### src/rtl/memory_operand_fetch.sv
// Operand fetch stage: captures an address-calculated instruction, issues up to
// two memory reads for source operands, and presents the resolved operands downstream.
module memory_operand_fetch (
    input  logic        clk,
    input  logic        reset,
    input  logic        validIn,
    input  logic [7:0]  opcodeIn,
    input  logic [3:0]  destRegIn,
    input  logic        destRegValidIn,
    input  logic [63:0] operand1ValIn,
    input  logic [63:0] operand2ValIn,
    input  logic        isMemoryAccessSrc1In,
    input  logic        isMemoryAccessSrc2In,
    input  logic        isMemoryAccessDestIn,
    input  logic [63:0] memoryAddressSrc1In,
    input  logic [63:0] memoryAddressSrc2In,
    input  logic [63:0] memoryAddressDestIn,
    input  logic        stallIn,
    input  logic        flushIn,
    input  logic        memReqReadyIn,
    input  logic        memRespValidIn,
    input  logic [63:0] memRespDataIn,
    output logic        busyOut,
    output logic        memReqValidOut,
    output logic [63:0] memReqAddrOut,
    output logic        validOut,
    output logic [7:0]  opcodeOut,
    output logic [3:0]  destRegOut,
    output logic        destRegValidOut,
    output logic        isMemoryAccessDestOut,
    output logic [63:0] memoryAddressDestOut,
    output logic [63:0] operand1ValOut,
    output logic [63:0] operand2ValOut
);

    typedef enum logic [2:0] {
        IDLE  = 3'd0,
        REQ1  = 3'd1,
        WAIT1 = 3'd2,
        REQ2  = 3'd3,
        WAIT2 = 3'd4,
        DONE  = 3'd5,
        DRAIN = 3'd6
    } state_t;

    state_t      state_q, state_d;
    logic [7:0]  opcode_q, opcode_d;
    logic [3:0]  dest_reg_q, dest_reg_d;
    logic        dest_reg_valid_q, dest_reg_valid_d;
    logic        src1_mem_q, src1_mem_d;
    logic        src2_mem_q, src2_mem_d;
    logic        dest_mem_q, dest_mem_d;
    logic [63:0] addr1_q, addr1_d;
    logic [63:0] addr2_q, addr2_d;
    logic [63:0] addr_dest_q, addr_dest_d;
    logic [63:0] op1_q, op1_d;
    logic [63:0] op2_q, op2_d;

    always_ff @(posedge clk or posedge reset) begin
        if (reset) begin
            state_q          <= IDLE;
            opcode_q         <= '0;
            dest_reg_q       <= '0;
            dest_reg_valid_q <= 1'b0;
            src1_mem_q       <= 1'b0;
            src2_mem_q       <= 1'b0;
            dest_mem_q       <= 1'b0;
            addr1_q          <= '0;
            addr2_q          <= '0;
            addr_dest_q      <= '0;
            op1_q            <= '0;
            op2_q            <= '0;
        end else begin
            state_q          <= state_d;
            opcode_q         <= opcode_d;
            dest_reg_q       <= dest_reg_d;
            dest_reg_valid_q <= dest_reg_valid_d;
            src1_mem_q       <= src1_mem_d;
            src2_mem_q       <= src2_mem_d;
            dest_mem_q       <= dest_mem_d;
            addr1_q          <= addr1_d;
            addr2_q          <= addr2_d;
            addr_dest_q      <= addr_dest_d;
            op1_q            <= op1_d;
            op2_q            <= op2_d;
        end
    end

    always_comb begin
        state_d          = state_q;
        opcode_d         = opcode_q;
        dest_reg_d       = dest_reg_q;
        dest_reg_valid_d = dest_reg_valid_q;
        src1_mem_d       = src1_mem_q;
        src2_mem_d       = src2_mem_q;
        dest_mem_d       = dest_mem_q;
        addr1_d          = addr1_q;
        addr2_d          = addr2_q;
        addr_dest_d      = addr_dest_q;
        op1_d            = op1_q;
        op2_d            = op2_q;

        case (state_q)
            IDLE: begin
                if (validIn && !flushIn) begin
                    opcode_d         = opcodeIn;
                    dest_reg_d       = destRegIn;
                    dest_reg_valid_d = destRegValidIn;
                    src1_mem_d       = isMemoryAccessSrc1In;
                    src2_mem_d       = isMemoryAccessSrc2In;
                    dest_mem_d       = isMemoryAccessDestIn;
                    addr1_d          = memoryAddressSrc1In;
                    addr2_d          = memoryAddressSrc2In;
                    addr_dest_d      = memoryAddressDestIn;
                    op1_d            = operand1ValIn;
                    op2_d            = operand2ValIn;
                    if (isMemoryAccessSrc1In)      state_d = REQ1;
                    else if (isMemoryAccessSrc2In) state_d = REQ2;
                    else                           state_d = DONE;
                end
            end
            REQ1: begin
                if (flushIn)            state_d = IDLE;
                else if (memReqReadyIn) state_d = WAIT1;
            end
            WAIT1: begin
                // A flush with a read outstanding must still absorb its response.
                if (flushIn) begin
                    state_d = DRAIN;
                end else if (memRespValidIn) begin
                    op1_d   = memRespDataIn;
                    state_d = src2_mem_q ? REQ2 : DONE;
                end
            end
            REQ2: begin
                if (flushIn)            state_d = IDLE;
                else if (memReqReadyIn) state_d = WAIT2;
            end
            WAIT2: begin
                if (flushIn) begin
                    state_d = DRAIN;
                end else if (memRespValidIn) begin
                    op2_d   = memRespDataIn;
                    state_d = DONE;
                end
            end
            DONE: begin
                if (flushIn || !stallIn) state_d = IDLE;
            end
            DRAIN: begin
                if (memRespValidIn) state_d = IDLE;
            end
            default: state_d = IDLE;
        endcase
    end

    always_comb begin
        busyOut        = (state_q != IDLE);
        validOut       = (state_q == DONE);
        memReqValidOut = 1'b0;
        memReqAddrOut  = '0;
        if (state_q == REQ1) begin
            memReqValidOut = 1'b1;
            memReqAddrOut  = addr1_q;
        end else if (state_q == REQ2) begin
            memReqValidOut = 1'b1;
            memReqAddrOut  = addr2_q;
        end
    end

    assign opcodeOut             = opcode_q;
    assign destRegOut            = dest_reg_q;
    assign destRegValidOut       = dest_reg_valid_q;
    assign isMemoryAccessDestOut = dest_mem_q;
    assign memoryAddressDestOut  = addr_dest_q;
    assign operand1ValOut        = op1_q;
    assign operand2ValOut        = op2_q;

endmodule

### config.mk
export PLATFORM = sky130hd
export DESIGN_NAME = memory_operand_fetch
export DESIGN_NICKNAME = d
export VERILOG_FILES = /design/src/rtl/memory_operand_fetch.sv
export SDC_FILE = /design/constraint.sdc
export NUM_CORES = 1
export LEC_CHECK = 0
export CAP_MARGIN = 5
export CORE_AREA = 10 10 256 258
export DETAILED_ROUTE_END_ITERATION = 8
export DIE_AREA = 0 0 266 268
export GPL_TIMING_DRIVEN = 0
export PLACE_DENSITY_LB_ADDON = 0.12
export SKIP_CTS_REPAIR_TIMING = 1
export SYNTH_ARGS = -nofsm -noshare
export SYNTH_HDL_FRONTEND = slang
export SYNTH_SLANG_ARGS = --single-unit
### constraint.sdc
create_clock -name clk -period 18.3 [get_ports clk]
set_input_delay 4.575 -clock clk [delete_from_list [all_inputs] [get_ports clk]]
set_output_delay 4.575 -clock clk [all_outputs]
set_load 0.01 [all_outputs]
==> results by group, run 1 <==
Status
  – Status: completed

GRT
  – Number of global-route vias before repair: 13400
  – Overall routing resource usage: 18.0%
  – Gr ovfl total: 0
  – Largest net degree at the start of global routing: 110
  – First-pass GRT wire length: 94.9 mm
  – Initial antenna violation count: 20

Clock network
  – CTS buffer count: 43
  – H-Tree Depth: 2
  – CTS tree: done
  – Clock Pin Slew Worst Setup and Hold Paths: 50 ps
  – Clock Latency Late Sink: 560 ps
  – Root Buffer: clkbuf_16
  – Max clock buf depth: 3
  – Clk sink count: 338

Finish
  – Area growth from synthesis to final layout: 62.5%
  – Fraction of layout cells with a size suffix above 1: 17.9%
  – Most frequent cells in the layout: clkdlybuf4s50_1, dfrtp_1, mux2_2, mux2i_1, nand2_1
  – # nets final: 2316
  – Commonest non-fill, non-tap cell in the layout: clkdlybuf4s50_1

Logic synthesis
  – Synth area leaders: dfrtp_1, mux2_2, mux2i_1, nand2_1, o21ai_0
  – Post-Synthesis Cells: 1182
  – Post-synthesis sequential area ratio: 56.9%
  – YS warnings: 0
  – Mean Syn Cell Area: 12.6 um^2
  – Area leader, netlist: dfrtp_1
  – Post-synth cell types: 34
  – Post-Syn Area: 14900 um^2
  – Top-area cell type share of the netlist area: 56.9%
  – Syn nets: 1589
  – Synth Register Bits: 338

Drt
  – Routed len/inst: 24.3 um
  – Vias: 12000
  – Drt pass-1 iters: 4
  – DR DRC count: 0
  – Vias per inst: 4.39
  – Initial drt markers: 487
  – Routed Wire Length: 66.3 mm
  – Final ANT Viol Nets: 0

Placement
  – Final HPWL DP: 53.1 mm
  – RD Place Congestion: 0.880
  – IO Port Bufs: 679

STA
  – Fmax: 0.129 GHz
  – Slew @ Worst Pin: 737 ps
  – Crit path time final: 7770 ps
  – Final hold vios: 0
  – Max_slew headroom: 50.9%
  – Max-slew violation count: 0
  – Final setup fails: 0
  – RSZ-0062 raised after global routing: no
  – Fin crit share: 42.4%
  – Fin Clk Skew: 12.7 ps
  – Setup TNS: 0 ps

Critical path
  – Crit path required time: 13730 ps
  – Crit-path cells: clkbuf_1 -> nand2b_1 -> clkbuf_1 -> buf_1 -> nor2_1 -> clkdlybuf4s50_1
  – CP Launch Point: state_q[0]
  – Critical Path End Type: primary output
  – Critical path peak fanout: 10
  – Worst path slowest cell: clkdlybuf4s50_1
  – R2R Path Start: state_q[1]
  – CP most frequent cell: clkbuf_1
  – Crit path kind: register to primary output
  – Arr. time, crit path: 3190 ps
  – Setup crit start kind: register
  – Largest stage delay, worst path: 620 ps

Floorplanning
  – Area of the die: 71300 um^2
  – Die height: 268 um
  – I/O Pins: 680
  – Initial core utilization: 24.7%
  – Core ar.: 60100 um^2
  – Row count: 90
  – Chip Width: 266 um

Pwr
  – PwrDens: 162 nW/um^2
  – Max VDD drop: 0.0818 mV
  – P_leak: 10.0 nW
  – Tot Pwr: 3.92 mW

Worst hold path
  – Hold Crit Class: register to register
  – Hold_sp: operand2ValOut[44]

Flow run
  – MaxCap Viol Count: 0
state kept, by name, indices dropped and copies added, names as in the netlist:
register,cells
operand2ValOut,64
operand1ValOut,64
memoryAddressDestOut,64
addr2_q,64
destRegValidOut,1
destRegOut,4
src2_mem_q,1
addr1_q,64
opcodeOut,8
isMemoryAccessDestOut,1
state_q,3
cell families (layout without fill, tap and decap cells):
group	Yosys count	after routing	share of synthesized area, %
AOI/OAI and AO/OA	139	139	4.79
adders and majority gates	1	1	0.0673
buffers and inverters	86	842	3.52
DFF	338	338	56.9
muxes	404	404	28.9
other	0	12	0
and+or+nand+nor	214	214	5.80
final cells by class:
type                       instances  area, um^2
clock buffer                      66        1290
antenna                           12        30.0
clock inverter                     8         105
sequential                       338        8460
tap                              782         978
multi-input combinational        758        5890
inverter                           2        15.0
fill                            5889       36000
timing repair buffer             682        6880
buffer                            84         517
Yosys cell counts (all sizes together):
master    n
a32oi     1
mux2    209
o21a      1
o21ai   132
dfrtp   338
a22o      1
nand2   130
and3b     1
inv       2
nor3b     2
mux2i   195
nor2b     2
nand2b    1
nor2     69
and2      1
a21oi     2
or3b      1
or3       1
maj3      1
nand3b    2
clkbuf   16
buf      68
nand3     2
or4       2
o32ai     1
a21o      1
worst max-delay path, delay by kind of cell, from the launching register on:
family	cells	cell delay [ps]
DFF	1	420
buffers and inverters	4	1870
and+or+nand+nor	2	350
path summary, 6_finish.rpt:
kind / slack, ps / endpoint / cells past startpoint
max in group asynchronous: 12560 / addr2_q[28] / 4
min in group asynchronous: 4410 / memoryAddressDestOut[10] / 2
setup / recovery: 10540 / memReqAddrOut[25] / 6
hold / removal: 480 / operand2ValOut[44] / 2
hold reg to reg: 480 / operand2ValOut[44] / 2
setup reg to reg: 16230 / operand2ValOut[1] / 7
layer usage:
| layer | vias up | routed length, um | track usage, % |
|---|---|---|---|
| li1 | 5584 | - | - |
| met1 | 5876 | 23700 | 18.6 |
| met2 | 427 | 34500 | 32.7 |
| met3 | 89 | 6700 | 8.14 |
| met4 | 24 | 1250 | 4.73 |
| met5 | - | 161 | 0 |
power breakdown:
part           switching [mW]  leakage, nW  internal (mW)
combinational           0.804         5.19          0.967
clock                   0.334        0.690          0.512
sequential              0.186         4.11           1.11
per-stage QoR:
| step | utilization [%] | hold WS (ps) | area [um^2] | instances | worst slack (ps) |
|---|---|---|---|---|---|
| finish | 40.2 | 478 | 24200 | 2732 | 10540 |
| detailed placement | 37.8 | 469 | 22700 | 2646 | 10900 |
| floorplan | - | 479 | 14900 | 1182 | 4360 |
| global route | 40.2 | 507 | 24100 | 2723 | 10170 |
| CTS | 40.1 | 482 | 24100 | 2720 | 10280 |
| global placement | 37.7 | 462 | 22600 | 2643 | -999 |
Note: power is estimated with default switching activity, not from simulation.
==> inputs of run 2 (changes only) <==
--- a/config.mk
+++ b/config.mk
@@ -6,9 +6,9 @@
 export NUM_CORES = 1
 export LEC_CHECK = 0
 export CAP_MARGIN = 5
-export CORE_AREA = 10 10 256 258
+export CORE_AREA = 10 10 255 257
 export DETAILED_ROUTE_END_ITERATION = 8
-export DIE_AREA = 0 0 266 268
+export DIE_AREA = 0 0 265 267
 export GPL_TIMING_DRIVEN = 0
 export PLACE_DENSITY_LB_ADDON = 0.12
 export SKIP_CTS_REPAIR_TIMING = 1
==> constraint.sdc (replaced) <==
create_clock -name clk -period 6.75 [get_ports clk]
set_input_delay 1.6875 -clock clk [delete_from_list [all_inputs] [get_ports clk]]
set_output_delay 1.6875 -clock clk [all_outputs]
set_load 0.01 [all_outputs]
==> run 2 against run 1 <==
Net effect:
- register-to-register slack lost 12000 ps
- sequential share of layout area fell by 0.081 points
- via count rose by 0.83%
- highest routed layer unchanged
- clock skew is 2.4 ps lower
- critical path type unchanged
- critical endpoint unchanged
- count of clock-buffer cells in the layout down 2
- sequential power rose to 2.7 times the previous value
- non-clock buffer count grew 7
==> results by group, run 2 (synthesis gave the netlist of run 1 again) <==
Status
  – Status: completed (unchanged)

Placement
  – Dpl cells: 2653 (was 2646)
  – IO Port Bufs: 679 (unchanged)
  – Dpl cell area: 22900 um^2 (was 22700 um^2)
  – RD Place Congestion: 0.822 (was 0.880)
  – Final HPWL DP: 54.0 mm (was 53.1 mm)

Critical path
  – Critical Path End Type: primary output (unchanged)
  – Worst path slowest cell: clkdlybuf4s50_1 (unchanged)
  – R2R Path Start: state_q[1] (unchanged)
  – Arr. time, crit path: 3330 ps (was 3190 ps)
  – R2R Path End: operand2ValOut[2] (was operand2ValOut[1])
  – Internal reg-to-reg setup slack: 4610 ps (was 16230 ps)
  – Crit path required time: 5060 ps (was 13730 ps)
  – Setup crit start kind: register (unchanged)
  – Critical path peak fanout: 10 (unchanged)
  – Crit-path cells: clkbuf_1 -> nand2b_1 -> clkbuf_1 -> buf_1 -> nor2_1 -> clkdlybuf4s50_1 (unchanged)
  – R2r worst-path depth: 7 (unchanged)
  – CP Launch Point: state_q[0] (unchanged)
  – CP most frequent cell: clkbuf_1 (unchanged)
  – Crit path kind: register to primary output (unchanged)
  – Largest stage delay, worst path: 610 ps (was 620 ps)

Pwr
  – P_leak: 10.0 nW (about the same)
  – Pint: 6.97 mW (was 2.59 mW)
  – Sw Share: 34.0% (was 33.8%)
  – Clk pwr share: 21.1% (was 21.6%)
  – Max VDD drop: 0.229 mV (was 0.0818 mV)
  – Part of the power in combinational logic: 45.4% (was 45.2%)
  – Net Sw Power: 3.60 mW (was 1.32 mW)
  – Sequential share of power: 33.4% (was 33.2%)
  – PwrDens: 436 nW/um^2 (was 162 nW/um^2)

STA
  – Max_slew headroom: 46.1% (was 50.9%)
  – Fin crit share: 74.3%
  – Slew @ Worst Pin: 808 ps (was 737 ps)
  – Fin Clk Skew: 10.3 ps (was 12.7 ps)
  – Crit path time final: 5010 ps
  – Final hold vios: 0 (unchanged)
  – Max-slew violation count: 0 (unchanged)
  – RSZ-0062 raised after global routing: no (unchanged)
  – Fmax: 0.199 GHz
  – Final setup fails: 0 (unchanged)

Clock network
  – Clock Latency Late Sink: 560 ps (about the same)
  – H-Tree Depth: 2 (unchanged)
  – Root Buffer: clkbuf_16 (unchanged)
  – CTS tree: done (unchanged)
  – CTS buffer count: 42 (was 43)
  – Max clock buf depth: 3 (unchanged)
  – Clock Pin Slew Worst Setup and Hold Paths: 50 ps (about the same)
  – Clk sink count: 338 (unchanged)

GRT
  – First-pass GRT wire length: 95.6 mm (was 94.9 mm)
  – Largest net degree at the start of global routing: 39 (was 110)
  – Number of global-route vias before repair: 13300 (was 13400)
  – Gr ovfl total: 0 (unchanged)
  – Initial antenna violation count: 32 (was 20)
  – Overall routing resource usage: 18.3% (was 18.0%)

Worst hold path
  – Hold_sp: operand2ValOut[51] (was operand2ValOut[44])
  – WHS Path Cells: 2 (unchanged)
  – Hold Crit Endpoint: operand2ValOut[51] (was operand2ValOut[44])
  – Hold Crit Class: register to register (unchanged)

Drt
  – Initial drt markers: 580 (was 487)
  – Final ANT Viol Nets: 0 (unchanged)
  – Metal-1 WL: 24.6 mm (was 23.7 mm)
  – Routed len/inst: 24.4 um (was 24.3 um)
  – Routed Wire Length: 66.9 mm (was 66.3 mm)
  – Met2 WL: 33.7 mm (was 34.5 mm)
  – Met3 WL post-DR: 6.91 mm (was 6.70 mm)
  – Vias per inst: 4.42 (was 4.39)
  – Drt pass-1 iters: 4 (unchanged)
  – Vias: 12100 (was 12000)
  – DR DRC count: 0 (unchanged)
  – Uppermost layer routed: met5 (unchanged)

Floorplanning
  – Die height: 267 um (was 268 um)
  – Initial core utilization: 24.8% (was 24.7%)
  – Row count: 90 (unchanged)
  – I/O Pins: 680 (unchanged)
  – Core ar.: 59900 um^2 (was 60100 um^2)
  – Area of the die: 70800 um^2 (was 71300 um^2)
  – Chip Width: 265 um (was 266 um)

Finish
  – FILL cells: 5849 (was 5889)
  – Most frequent cells in the layout: clkdlybuf4s50_1, dfrtp_1, mux2_2, mux2i_1, nand2_1 (unchanged)
  – Fraction of layout cells with a size suffix above 1: 18.3% (was 17.9%)
  – Final cell count without fillers: 2738 (was 2732)
  – # nets final: 2322 (was 2316)
  – Post-route cell area: 24200 um^2 (about the same)
  – Area growth from synthesis to final layout: 62.9% (was 62.5%)
  – Commonest non-fill, non-tap cell in the layout: clkdlybuf4s50_1 (unchanged)

Flow run
  – MaxCap Viol Count: 0 (unchanged)
-- run 2: cell types whose count changed in the layout (fill, tap and decap cells not counted), sizes merged --
cell and change:
clkbuf -2, diode -1, inv -1, buf +7
clkinv +3, clkinvlp +1, bufinv -1
-- run 2: metrics by stage --
| stage | power, mW | hold slack [ps] | worst slack (ps) | TNS [ps] | util [%] |
|---|---|---|---|---|---|
| after global routing | 11.3 | 507 | 1440 | 0 | 40.4 |
| after detailed placement | 8.47 | 471 | 2140 | 0 | 38.1 |
| final | 10.6 | 475 | 1740 | 0 | 40.4 |
| after floorplan | 5.80 | 479 | 544 | 0 | - |
| after global placement | 8.39 | 464 | -2480 | -819680 | 37.8 |
| after CTS | 10.8 | 484 | 1520 | 0 | 40.4 |
-- run 2: metal layers --
layer,vias to the layer above,track usage [%]
li1,5585,-
met1,5924,19.5
met2,436,32.3
met3,111,8.36
met4,44,4.75
met5,-,0
-- run 2: cell type report --
type                       count  area [um^2]  area share [%]
inverter                       2         11.3          0.0465
antenna                       11         27.5           0.114
clock inverter                10         78.8           0.325
tap                          782          978            4.04
clock buffer                  64         1260            5.22
multi-input combinational    758         5890            24.3
buffer                        84          517            2.13
sequential                   338         8460            34.9
timing repair buffer         689         7000            28.9
-- run 2: power groups by stage --
stage	logic, mW	clock network, mW	registers, mW
6_report	4.80	2.23	3.53
5_1_grt	5.19	2.40	3.66
4_1_cts	4.91	2.31	3.54
3_5_place_dp	4.90	0	3.58
3_3_place_gp	4.85	0	3.54
2_1_floorplan	2.05	0	3.75
-- run 2: worst max-delay path by stage --
stage	end	slack, ps	cells after the start
floorplan	addr1_q[0]	540	1
CTS	memReqAddrOut[25]	1520	6
global route	memReqAddrOut[25]	1440	6
global placement	memoryAddressDestOut[20]	-2480	2
finish	memReqAddrOut[25]	1740	6
detailed placement	memReqAddrOut[25]	2140	6
-- run 2: worst max-delay path, delay by kind of cell, from the launching register on --
family | cells | cell delay [ps]
buf+inv | 4 | 1920
flops | 1 | 420
simple gates | 2 | 420
==> RTL edit, RTL diff (config.mk and constraints of run 2) <==
Make the reset (`reset`) synchronous in one clocked block.
--- a/src/rtl/memory_operand_fetch.sv
+++ b/src/rtl/memory_operand_fetch.sv
@@ -56,7 +56,7 @@
     logic [63:0] op1_q, op1_d;
     logic [63:0] op2_q, op2_d;
 
-    always_ff @(posedge clk or posedge reset) begin
+    always_ff @(posedge clk) begin
         if (reset) begin
             state_q          <= IDLE;
             opcode_q         <= '0;
Function: differs if reset is asserted again (counterexample within 4 cycles, from zero or initial values and one cycle with reset high); with reset held inactive, the same outputs for 4 cycles.
==> RTL edit against run 2 <==
Setup slack gained 53 ps. Wire length grew 6.5%. Cell area decreased by 4.1%. Hold slack lost 24 ps. Synthesized area fell by 5.6%. Count of clock-buffer cells in the layout grew 2. Power fell by 26%. Sequential cell count stayed put. Maximum frequency up 1.1%.
==> RTL edit: results (changes against run 2) <==
- Sequential fraction of the synthesis area: 48.19% (was 56.87%)
- Post-synth top cells: nand2_1, dfxtp_1, a21oi_1, mux2i_1, nor2_1 (was dfrtp_1, mux2_2, mux2i_1, nand2_1, o21ai_0)
- Synth top area cells: dfxtp_1, mux2i_1, nand2_1 (was dfrtp_1, mux2_2, mux2i_1)
- Max stage delay on crit path: 630 ps (was 610 ps)
- Vias in the first global route: 15200 (was 13320)
- Routed length on met2: 36290 um (was 33690 um)
- Post-synth ARST share: 0% (was 100.0%)
- Routed wire length: 71220 um (was 66860 um)
- Post-DP HPWL: 57780 um (was 54050 um)
- Share of cells above drive strength 1: 6.089% (was 18.25%)
- Fin Hold WS: 451.3 ps (was 475.1 ps)
- Antenna violations before repair: 33 (was 32)
- Final Skew: 24.21 ps (was 10.29 ps)
- Seq. pwr: 0.00256 W (was 0.00353 W)
- Hold Path Origin: addr1_q[5]$_SDFFE_PP0P_ (was operand2ValOut[51]$_DFFE_PP0P_)
- Status: finished clean (unchanged)
- Hold endpoint: addr1_q[5]$_SDFFE_PP0P_ (was operand2ValOut[51]$_DFFE_PP0P_)
- Post-Syn Nets: 2067 (was 1589)
- Int Pwr: 0.005084 W (was 0.006973 W)
- Main synth FF type: dfxtp_1 (was dfrtp_1)
- Cell count after placement: 3120 (was 2653)
- Synth Instances: 1660 (was 1182)
- Vias: 14410 (was 12100)
- WL met3: 6559 um (was 6910 um)
- Met1 Use GR: 19.47% (was 19.53%)
- RR Startpoint: state_q[0]$_SDFFE_PP0P_ (was state_q[1]$_DFFE_PP0P_)
- Gate power share: 38.1% (was 45.4%)
- Met1 Wirelength: 26100 um (was 24620 um)
- Worst slew pin tran: 954.5 ps (was 808.0 ps)
- GRT met3 Usage: 8.191% (was 8.356%)
- GR peak layer: met2 (unchanged)
- R2r setup slk: 4320 ps (was 4610 ps)
- Final nets: 2789 (was 2322)
- Crit share post-route: 73.49% (was 74.27%)
- Cell leakage power: 7.881 nW (was 10.03 nW)
- Layout Cells excl Fill: 3215 (was 2738)
- All-Layer GR Usage: 19.22% (was 18.31%)
- Grt met2 use: 33.99% (was 32.29%)
- R2r endpoint: addr2_q[0]$_SDFFE_PP0P_ (was operand2ValOut[2]$_DFFE_PP0P_)
- Final Power: 0.007786 W (was 0.01057 W)
- Drt initial violations: 619 (was 580)
- First-pass DRT Iterations: 5 (was 4)
- CP Launch Point: state_q[1]$_SDFFE_PP0P_ (was state_q[0]$_DFFE_PP0P_)
- Placer congestion estimate: 0.8502 (was 0.8217)
- Arrival time at the worst endpoint: 3270 ps (was 3330 ps)
- Critical Path Sink: memReqAddrOut[59] (was memReqAddrOut[25])
- Worst VDD drop: 191.2 uV (was 229.2 uV)
- Hold path depth: 2 (unchanged)
- Dpl ws: 2321 ps (was 2142 ps)
- First-pass GRT wire length: 101500 um (was 95640 um)
- Largest net degree at the start of global routing: 12 (was 39)
-- RTL edit: critical path, delay by kind of cell, from the launching register on --
family                 cells  cell delay (ps)
buffers and inverters      5             2080
DFF                        1              330
muxes                      1              150
and+or+nand+nor            1              130
-- RTL edit: kinds of logic (layout without fill, tap and decap cells) --
family / count (synthesis) / after routing / share of synthesized area, %
compound gates: 348 / 348 / 14.85
fa+ha+maj: 1 / 1 / 0.07129
buf+inv: 148 / 902 / 5.454
flops: 338 / 338 / 48.19
mux: 196 / 196 / 14.00
other cells: 0 / 19 / 0
simple gates: 629 / 629 / 17.43
-- RTL edit: cell type report --
cell class | count | area, sq um
antenna | 19 | 47.55
timing repair buffer | 678 | 6787
buffer | 146 | 758.2
clock inverter | 10 | 85.08
multi-input combinational | 1174 | 6509
clock buffer | 66 | 1292
tap | 782 | 978.4
inverter | 2 | 7.507
sequential | 338 | 6766
fill | 6154 | 36680
